## src/rtl/signed32bit_div_seq_if.sv

```systemverilog
// Start/done handshake bundle for the sequential signed divider.
// master issues operands, slave returns results and status.
interface signed32bit_div_seq_if #(parameter int W = 32);
    logic                start;
    logic signed [W-1:0] dividend;
    logic signed [W-1:0] divisor;
    logic                busy;
    logic                done;
    logic signed [W-1:0] quotient;
    logic signed [W-1:0] remainder;
    logic                dbz;
    logic                ovf;

    modport master (
        output start, dividend, divisor,
        input  busy, done, quotient, remainder, dbz, ovf
    );

    modport slave (
        input  start, dividend, divisor,
        output busy, done, quotient, remainder, dbz, ovf
    );
endinterface

```

## src/rtl/signed32bit_div_seq.sv

```systemverilog
// Sequential signed divider: one restoring shift-subtract step per clock on magnitudes,
// sign correction and divide-by-zero / overflow handling applied in a final FIX cycle.
module signed32bit_div_seq #(
    parameter int W = 32
) (
    input  logic                   clk,
    input  logic                   rst,
    signed32bit_div_seq_if.slave   bus
);
    localparam int CW = $clog2(W) + 1;

    localparam logic [1:0] IDLE = 2'd0;
    localparam logic [1:0] RUN  = 2'd1;
    localparam logic [1:0] FIX  = 2'd2;

    localparam logic signed [W-1:0] MIN_VAL = {1'b1, {(W-1){1'b0}}};

    logic [1:0]          state;
    logic [CW-1:0]       cnt;

    // Working registers: W unsigned bits hold |-2^(W-1)| exactly.
    logic [W-1:0]        q_mag;
    logic [W-1:0]        d_mag;
    logic [W-1:0]        r_mag;
    logic                sign_q;
    logic                sign_r;
    logic                dbz_case;
    logic                ovf_case;
    logic signed [W-1:0] dvd_hold;

    logic [W:0]          r_shift;
    logic                r_ge;
    logic [W-1:0]        q_shift;

    logic                done_r;
    logic                dbz_r;
    logic                ovf_r;
    logic signed [W-1:0] quot_r;
    logic signed [W-1:0] rem_r;

    function automatic logic [W-1:0] magnitude(input logic signed [W-1:0] x);
        logic [W-1:0] u;
        u = x;
        return x[W-1] ? (~u + {{(W-1){1'b0}}, 1'b1}) : u;
    endfunction

    function automatic logic signed [W-1:0] apply_sign(input logic [W-1:0] m, input logic neg);
        logic [W-1:0] res;
        res = neg ? (~m + {{(W-1){1'b0}}, 1'b1}) : m;
        return $signed(res);
    endfunction

    always_comb begin
        r_shift = {1'b0, r_mag[W-1:0], q_mag[W-1]};
        r_shift = r_shift[W:0];
        r_ge    = (r_shift >= {1'b0, d_mag});
        q_shift = {q_mag[W-2:0], r_ge};
    end

    // Operand capture and iteration datapath; not reset, qualified by the FSM state.
    always_ff @(posedge clk) begin
        if (state == IDLE && bus.start) begin
            q_mag    <= magnitude(bus.dividend);
            d_mag    <= magnitude(bus.divisor);
            r_mag    <= '0;
            sign_q   <= bus.dividend[W-1] ^ bus.divisor[W-1];
            sign_r   <= bus.dividend[W-1];
            dvd_hold <= bus.dividend;
            dbz_case <= (bus.divisor == '0);
            ovf_case <= (bus.dividend == MIN_VAL) && (bus.divisor == {W{1'b1}});
        end else if (state == RUN) begin
            r_mag <= r_ge ? W'(r_shift - {1'b0, d_mag}) : r_shift[W-1:0];
            q_mag <= q_shift;
        end
    end

    always_ff @(posedge clk) begin
        if (rst) begin
            state  <= IDLE;
            cnt    <= '0;
            done_r <= 1'b0;
            quot_r <= '0;
            rem_r  <= '0;
            dbz_r  <= 1'b0;
            ovf_r  <= 1'b0;
        end else begin
            done_r <= 1'b0;
            case (state)
                IDLE: begin
                    if (bus.start) begin
                        if (bus.divisor == '0) begin
                            state <= FIX;
                            cnt   <= '0;
                        end else begin
                            state <= RUN;
                            cnt   <= CW'(W);
                        end
                    end
                end
                RUN: begin
                    cnt <= cnt - CW'(1);
                    if (cnt == CW'(1)) state <= FIX;
                end
                FIX: begin
                    done_r <= 1'b1;
                    state  <= IDLE;
                    if (dbz_case) begin
                        quot_r <= '1;
                        rem_r  <= dvd_hold;
                        dbz_r  <= 1'b1;
                        ovf_r  <= 1'b0;
                    end else if (ovf_case) begin
                        quot_r <= MIN_VAL;
                        rem_r  <= '0;
                        dbz_r  <= 1'b0;
                        ovf_r  <= 1'b1;
                    end else begin
                        quot_r <= apply_sign(q_mag, sign_q);
                        rem_r  <= apply_sign(r_mag, sign_r);
                        dbz_r  <= 1'b0;
                        ovf_r  <= 1'b0;
                    end
                end
                default: state <= IDLE;
            endcase
        end
    end

    assign bus.busy      = (state != IDLE);
    assign bus.done      = done_r;
    assign bus.quotient  = quot_r;
    assign bus.remainder = rem_r;
    assign bus.dbz       = dbz_r;
    assign bus.ovf       = ovf_r;
endmodule

```

## src/flat_wrapper.sv

```systemverilog
// flat-port wrapper written by rule: the top's interface ports become plain ports
module signed32bit_div_seq_flat 
#(
    parameter int W = 32
)
  (clk, rst, bus_start, bus_dividend, bus_divisor, bus_busy, bus_done, bus_quotient, bus_remainder, bus_dbz, bus_ovf);
  signed32bit_div_seq_if #(.W(W)) bus_i ();
  input  logic clk;
  input  logic rst;
  input wire logic [$bits(bus_i.start)-1:0] bus_start;
  input wire logic [$bits(bus_i.dividend)-1:0] bus_dividend;
  input wire logic [$bits(bus_i.divisor)-1:0] bus_divisor;
  output wire logic [$bits(bus_i.busy)-1:0] bus_busy;
  output wire logic [$bits(bus_i.done)-1:0] bus_done;
  output wire logic [$bits(bus_i.quotient)-1:0] bus_quotient;
  output wire logic [$bits(bus_i.remainder)-1:0] bus_remainder;
  output wire logic [$bits(bus_i.dbz)-1:0] bus_dbz;
  output wire logic [$bits(bus_i.ovf)-1:0] bus_ovf;
  assign bus_i.start = bus_start;
  assign bus_i.dividend = bus_dividend;
  assign bus_i.divisor = bus_divisor;
  assign bus_busy = bus_i.busy;
  assign bus_done = bus_i.done;
  assign bus_quotient = bus_i.quotient;
  assign bus_remainder = bus_i.remainder;
  assign bus_dbz = bus_i.dbz;
  assign bus_ovf = bus_i.ovf;
  signed32bit_div_seq #(.W(W)) u_core (.clk(clk), .rst(rst), .bus(bus_i));
endmodule
```

## config.mk

```make
export PLATFORM = sky130hd
export DESIGN_NAME = signed32bit_div_seq_flat
export DESIGN_NICKNAME = d
export VERILOG_FILES = /design/src/rtl/signed32bit_div_seq_if.sv /design/src/rtl/signed32bit_div_seq.sv /design/src/flat_wrapper.sv
export SDC_FILE = /design/constraint.sdc
export NUM_CORES = 1
export LEC_CHECK = 0
export CORE_MARGIN = 3
export CORE_UTILIZATION = 30
export CTS_BUF_LIST = sky130_fd_sc_hd__clkbuf_16
export CTS_CLUSTER_DIAMETER = 150
export DETAILED_ROUTE_END_ITERATION = 7
export MAX_ROUTING_LAYER = met4
export PLACE_DENSITY = 0.48
export SLEW_MARGIN = 20
export SYNTH_ARGS = -nofsm -noshare
export SYNTH_HDL_FRONTEND = slang
export SYNTH_SLANG_ARGS = --single-unit
```

## constraint.sdc

```tcl
create_clock -name clk -period 7.05 [get_ports clk]
set_clock_uncertainty 0.15 [all_clocks]
set_input_delay 1.41 -clock clk [delete_from_list [all_inputs] [get_ports clk]]
set_output_delay 1.41 -clock clk [all_outputs]
set_load 0.005 [all_outputs]
```

==> metrics.md <==
| Metric | Value |
|---|---|
| Status | finished, final reports clean |
| Placed wire-length estimate | 26640 um |
| PostCTS Resize Cnt | 0 |
| RSZ-0062 raised after global routing | no |
| Placer Congestion | 0.8537 |
| Total grt overflow | 0 |
| Synth Warn # | 0 |
| PortBufs | 134 |
| Post-synthesis cell area | 11860 um2 |
| Startpoint types | input pin |
| Synthesis-stage register bit count | 206 |
| Hold-fix buffers at CTS | 0 |
| Data required, critical path | 7290 ps |
| Sw Pwr | 1.684 mW |
| EDFF count, synth | 99 |
| Initial Util | 30.56% |
| Max_cap viols | 0 |
| Detail Route Antenna Nets | 0 |
| Syn avg cell area | 8.914 um2 |
| Total power | 4.513 mW |
| Die Span X | 204.9 um |
| DRT iter0 DRCs | 644 |
| Residual DRC | 0 |
| Tmin final | 4592 ps |
| Max clock buf depth | 3 |
| Max IR drop VDD | 0.0001904 V |
| Worst path cell trace | clkdlybuf4s50_1 > or4_4 > or3_4 > or3_4 > or4_4 > or3_4 > or2_4 > or3b_4 > nand2_1 > a31oi_1 |
| Clk_lat worst skew | 540 ps |
| Max Clk Rate | 0.2178 GHz |
| Reg clk slew, reported paths | 60 ps |
| Initial antenna violation count | 2 |
| Core Area | 38830 um2 |
| Bufs and invs on worst path | 1 |
| Die ar. | 41970 um2 |
| Post-Layout Cell Count | 1966 |
| Int Power | 2.830 mW |
| Ys flop type | dfxtp_1 |
| Cts bufs inserted | 26 |
| Vias per inst | 5.160 |
| Comb power frac | 36.0% |
| # setup viols final | 0 |
| LEAKAGE | 5.562 nW |
| Arrival @ worst endpoint | 4830 ps |
| Largest net degree at the start of global routing | 73 |
| Crit Path Max Fanout | 5 |
| Root Driver | clkbuf_16 |
| Final #Nets | 1533 |
| DRT Wirelength | 35800 um |
| Area growth, synth to finish | 22.20% |
| Most common cell on crit path | or3_4 |
| Placed cell count | 1915 |
| Most common cell after layout, fill and taps aside | clkdlybuf4s50_1 |
| Clock tree from TritonCTS | done |
| Distinct cells, synth | 57 |
| CP max stage delay | 560 ps |
| Period utilization | 65.13% |
| Worst slew pin tran | 988.6 ps |
| First-pass GRT wire length | 56030 um |
| Final setup TNS | 0 ps |
| Max-slew headroom | 34.09% |
| I/O Pins | 135 |
| Total Routing Usage GR | 17.22% |
| Final Max Slew Viols | 0 |
| CP Capture Type | register |
| Final hold viol count | 0 |
| Via count | 10150 |
| Net Sw Frac | 37.30% |
| H-tree depth | 1 |
| Crit Path Class | in2reg |
| CP max-delay cell | or4_4 |
| TritonCTS Sinks | 206 |
| Power per cell area | 311.3 nW/um2 |
| Num rows | 72 |
| Clk network pwr share | 27.7% |
| Post-CTS setup buffers | 0 |
| Synth Net Count | 1438 |
| Seq/Total Area, Yosys | 43.11% |
| Top Family by Delay on Critical Path | simple AND/OR/NAND/NOR gates |
| Commonest cells after routing, fill and taps aside | 132 x clkdlybuf4s50_1, 128 x nand2_1, 113 x o21ai_0 |
| Synth Instances | 1331 |
| Asr flop ratio synth | 0% |
| HP Class | reg2reg |
| Number of global-route vias before repair | 9713 |
| Fraction of layout cells with a size suffix above 1 | 5.187% |
| Seq pwr share | 36.3% |
| DR pass1 iterations | 7 |
| Routed WL per cell | 18.21 um |
| Die H | 204.9 um |
-- cell usage after synthesis (all sizes together) (2+ instances only) --
| cell | number | share of area [%] |
|---|---|---|
| o211ai | 3 | 0.19 |
| o41ai | 16 | 1.2 |
| a2111oi | 2 | 0.15 |
| a31oi | 18 | 0.95 |
| buf | 5 | 0.16 |
| nor2b | 3 | 0.16 |
| a32oi | 9 | 0.66 |
| or3 | 26 | 1.5 |
| ha | 39 | 4.1 |
| or4 | 19 | 1.3 |
| o21bai | 7 | 0.44 |
| xor2 | 78 | 5.8 |
| or2 | 5 | 0.28 |
| o22ai | 46 | 2.4 |
| o311ai | 3 | 0.22 |
| a31o | 3 | 0.22 |
| and3 | 24 | 1.3 |
| o21ai | 114 | 4.8 |
| nand3 | 25 | 1.1 |
| inv | 53 | 1.7 |
| o21a | 3 | 0.19 |
| and4 | 2 | 0.15 |
| a211o | 2 | 0.15 |
| a21oi | 73 | 3.1 |
| nand4 | 18 | 0.95 |
| nand2b | 17 | 0.90 |
| a221oi | 6 | 0.44 |
| xnor2 | 66 | 4.9 |
| nor4 | 10 | 0.53 |
| a21o | 28 | 1.8 |
| o31ai | 36 | 2.3 |
| nand2 | 129 | 4.1 |
| nand3b | 4 | 0.25 |
| nor3 | 28 | 1.2 |
| dfxtp | 107 | 18 |
| mux2i | 8 | 0.67 |
| a211oi | 3 | 0.19 |
| edfxtp | 99 | 25 |
| nor2 | 106 | 3.4 |
| clkbuf | 77 | 2.4 |
-- area by class of cell --
type,instances,area (um2)
Tap cell,518,648.1
Timing Repair Buffer,149,1448
Antenna cell,2,5.005
Sequential cell,206,5115
Fill cell,3946,24330
Inverter,53,198.9
Clock buffer,27,675.6
Multi-Input combinational cell,990,6284
Clock inverter,21,123.9
-- sequential cells by signal, summed over array words and instances, names as in the netlist, 2 cells and up --
name	cells
u_core.bus.quotient	32
u_core.bus.remainder	32
u_core.d_mag	32
u_core.q_mag	32
u_core.r_mag	32
u_core.dvd_hold	31
u_core.cnt	6
u_core.state	2
-- cells by family after synthesis --
logic type                 count (synthesis)  synth area share, %
AOI/OAI and AO/OA                        378                19.82
xor gates and xnor gates                 144                10.63
adders and majority gates                 40                4.282
buffers and inverters                    135                4.271
DFF                                      206                43.11
muxes                                      8               0.6750
and+or+nand+nor                          420                17.21
-- stage by stage --
stage / util, % / hold slack [ps] / setup WS (ps) / instance area, um2
global route: 37.34 / 331.3 / 2384 / 14500
CTS: 37.30 / 309.5 / 2491 / 14480
finish: 37.34 / 307.1 / 2458 / 14500
floorplan: - / 302.7 / 2551 / 11860
detailed placement: 35.24 / 301.6 / 1917 / 13680
global placement: 35.24 / 304.5 / 1942 / 13680
-- worst paths after layout --
path	startpoint	to	slack [ps]	cells after the start
max	bus_divisor[7]	u_core.cnt[5]$_SDFFE_PP0P_	2460	10
min	u_core.bus.dbz$_SDFFE_PP0P_	u_core.bus.dbz$_SDFFE_PP0P_	310	2
max reg2reg	u_core.q_mag[31]$_DFFE_PP_	u_core.r_mag[30]$_SDFFE_PP0P_	2880	13
min reg2reg	u_core.bus.dbz$_SDFFE_PP0P_	u_core.bus.dbz$_SDFFE_PP0P_	310	2
-- metal layers --
layer,share of wire [%],vias up,global-route usage [%]
met2,46,262,26.99
met3,5.4,26,2.527
met5,0,-,-
met1,48,4816,23.87
li1,-,5041,-
met4,1.2,0,3.417
-- worst reg2reg max path, delay by kind of cell, from the launching register on --
| kind | cells | cell delay, ps |
|---|---|---|
| DFF | 1 | 390 |
| xor gates and xnor gates | 1 | 180 |
| muxes | 1 | 90 |
| AOI/OAI and AO/OA | 7 | 2540 |
| buffers and inverters | 2 | 170 |
| adders and majority gates | 2 | 570 |
-- power groups by stage --
stage	Clock, mW	Sequential, mW	Combinational, mW
after floorplan	0	1.57	1.21
after global placement	0	1.66	1.62
after detailed placement	0	1.67	1.63
after CTS	1.29	1.64	1.63
after global routing	1.35	1.66	1.82
final	1.25	1.64	1.63
Note: power is estimated with default switching activity, not from simulation.
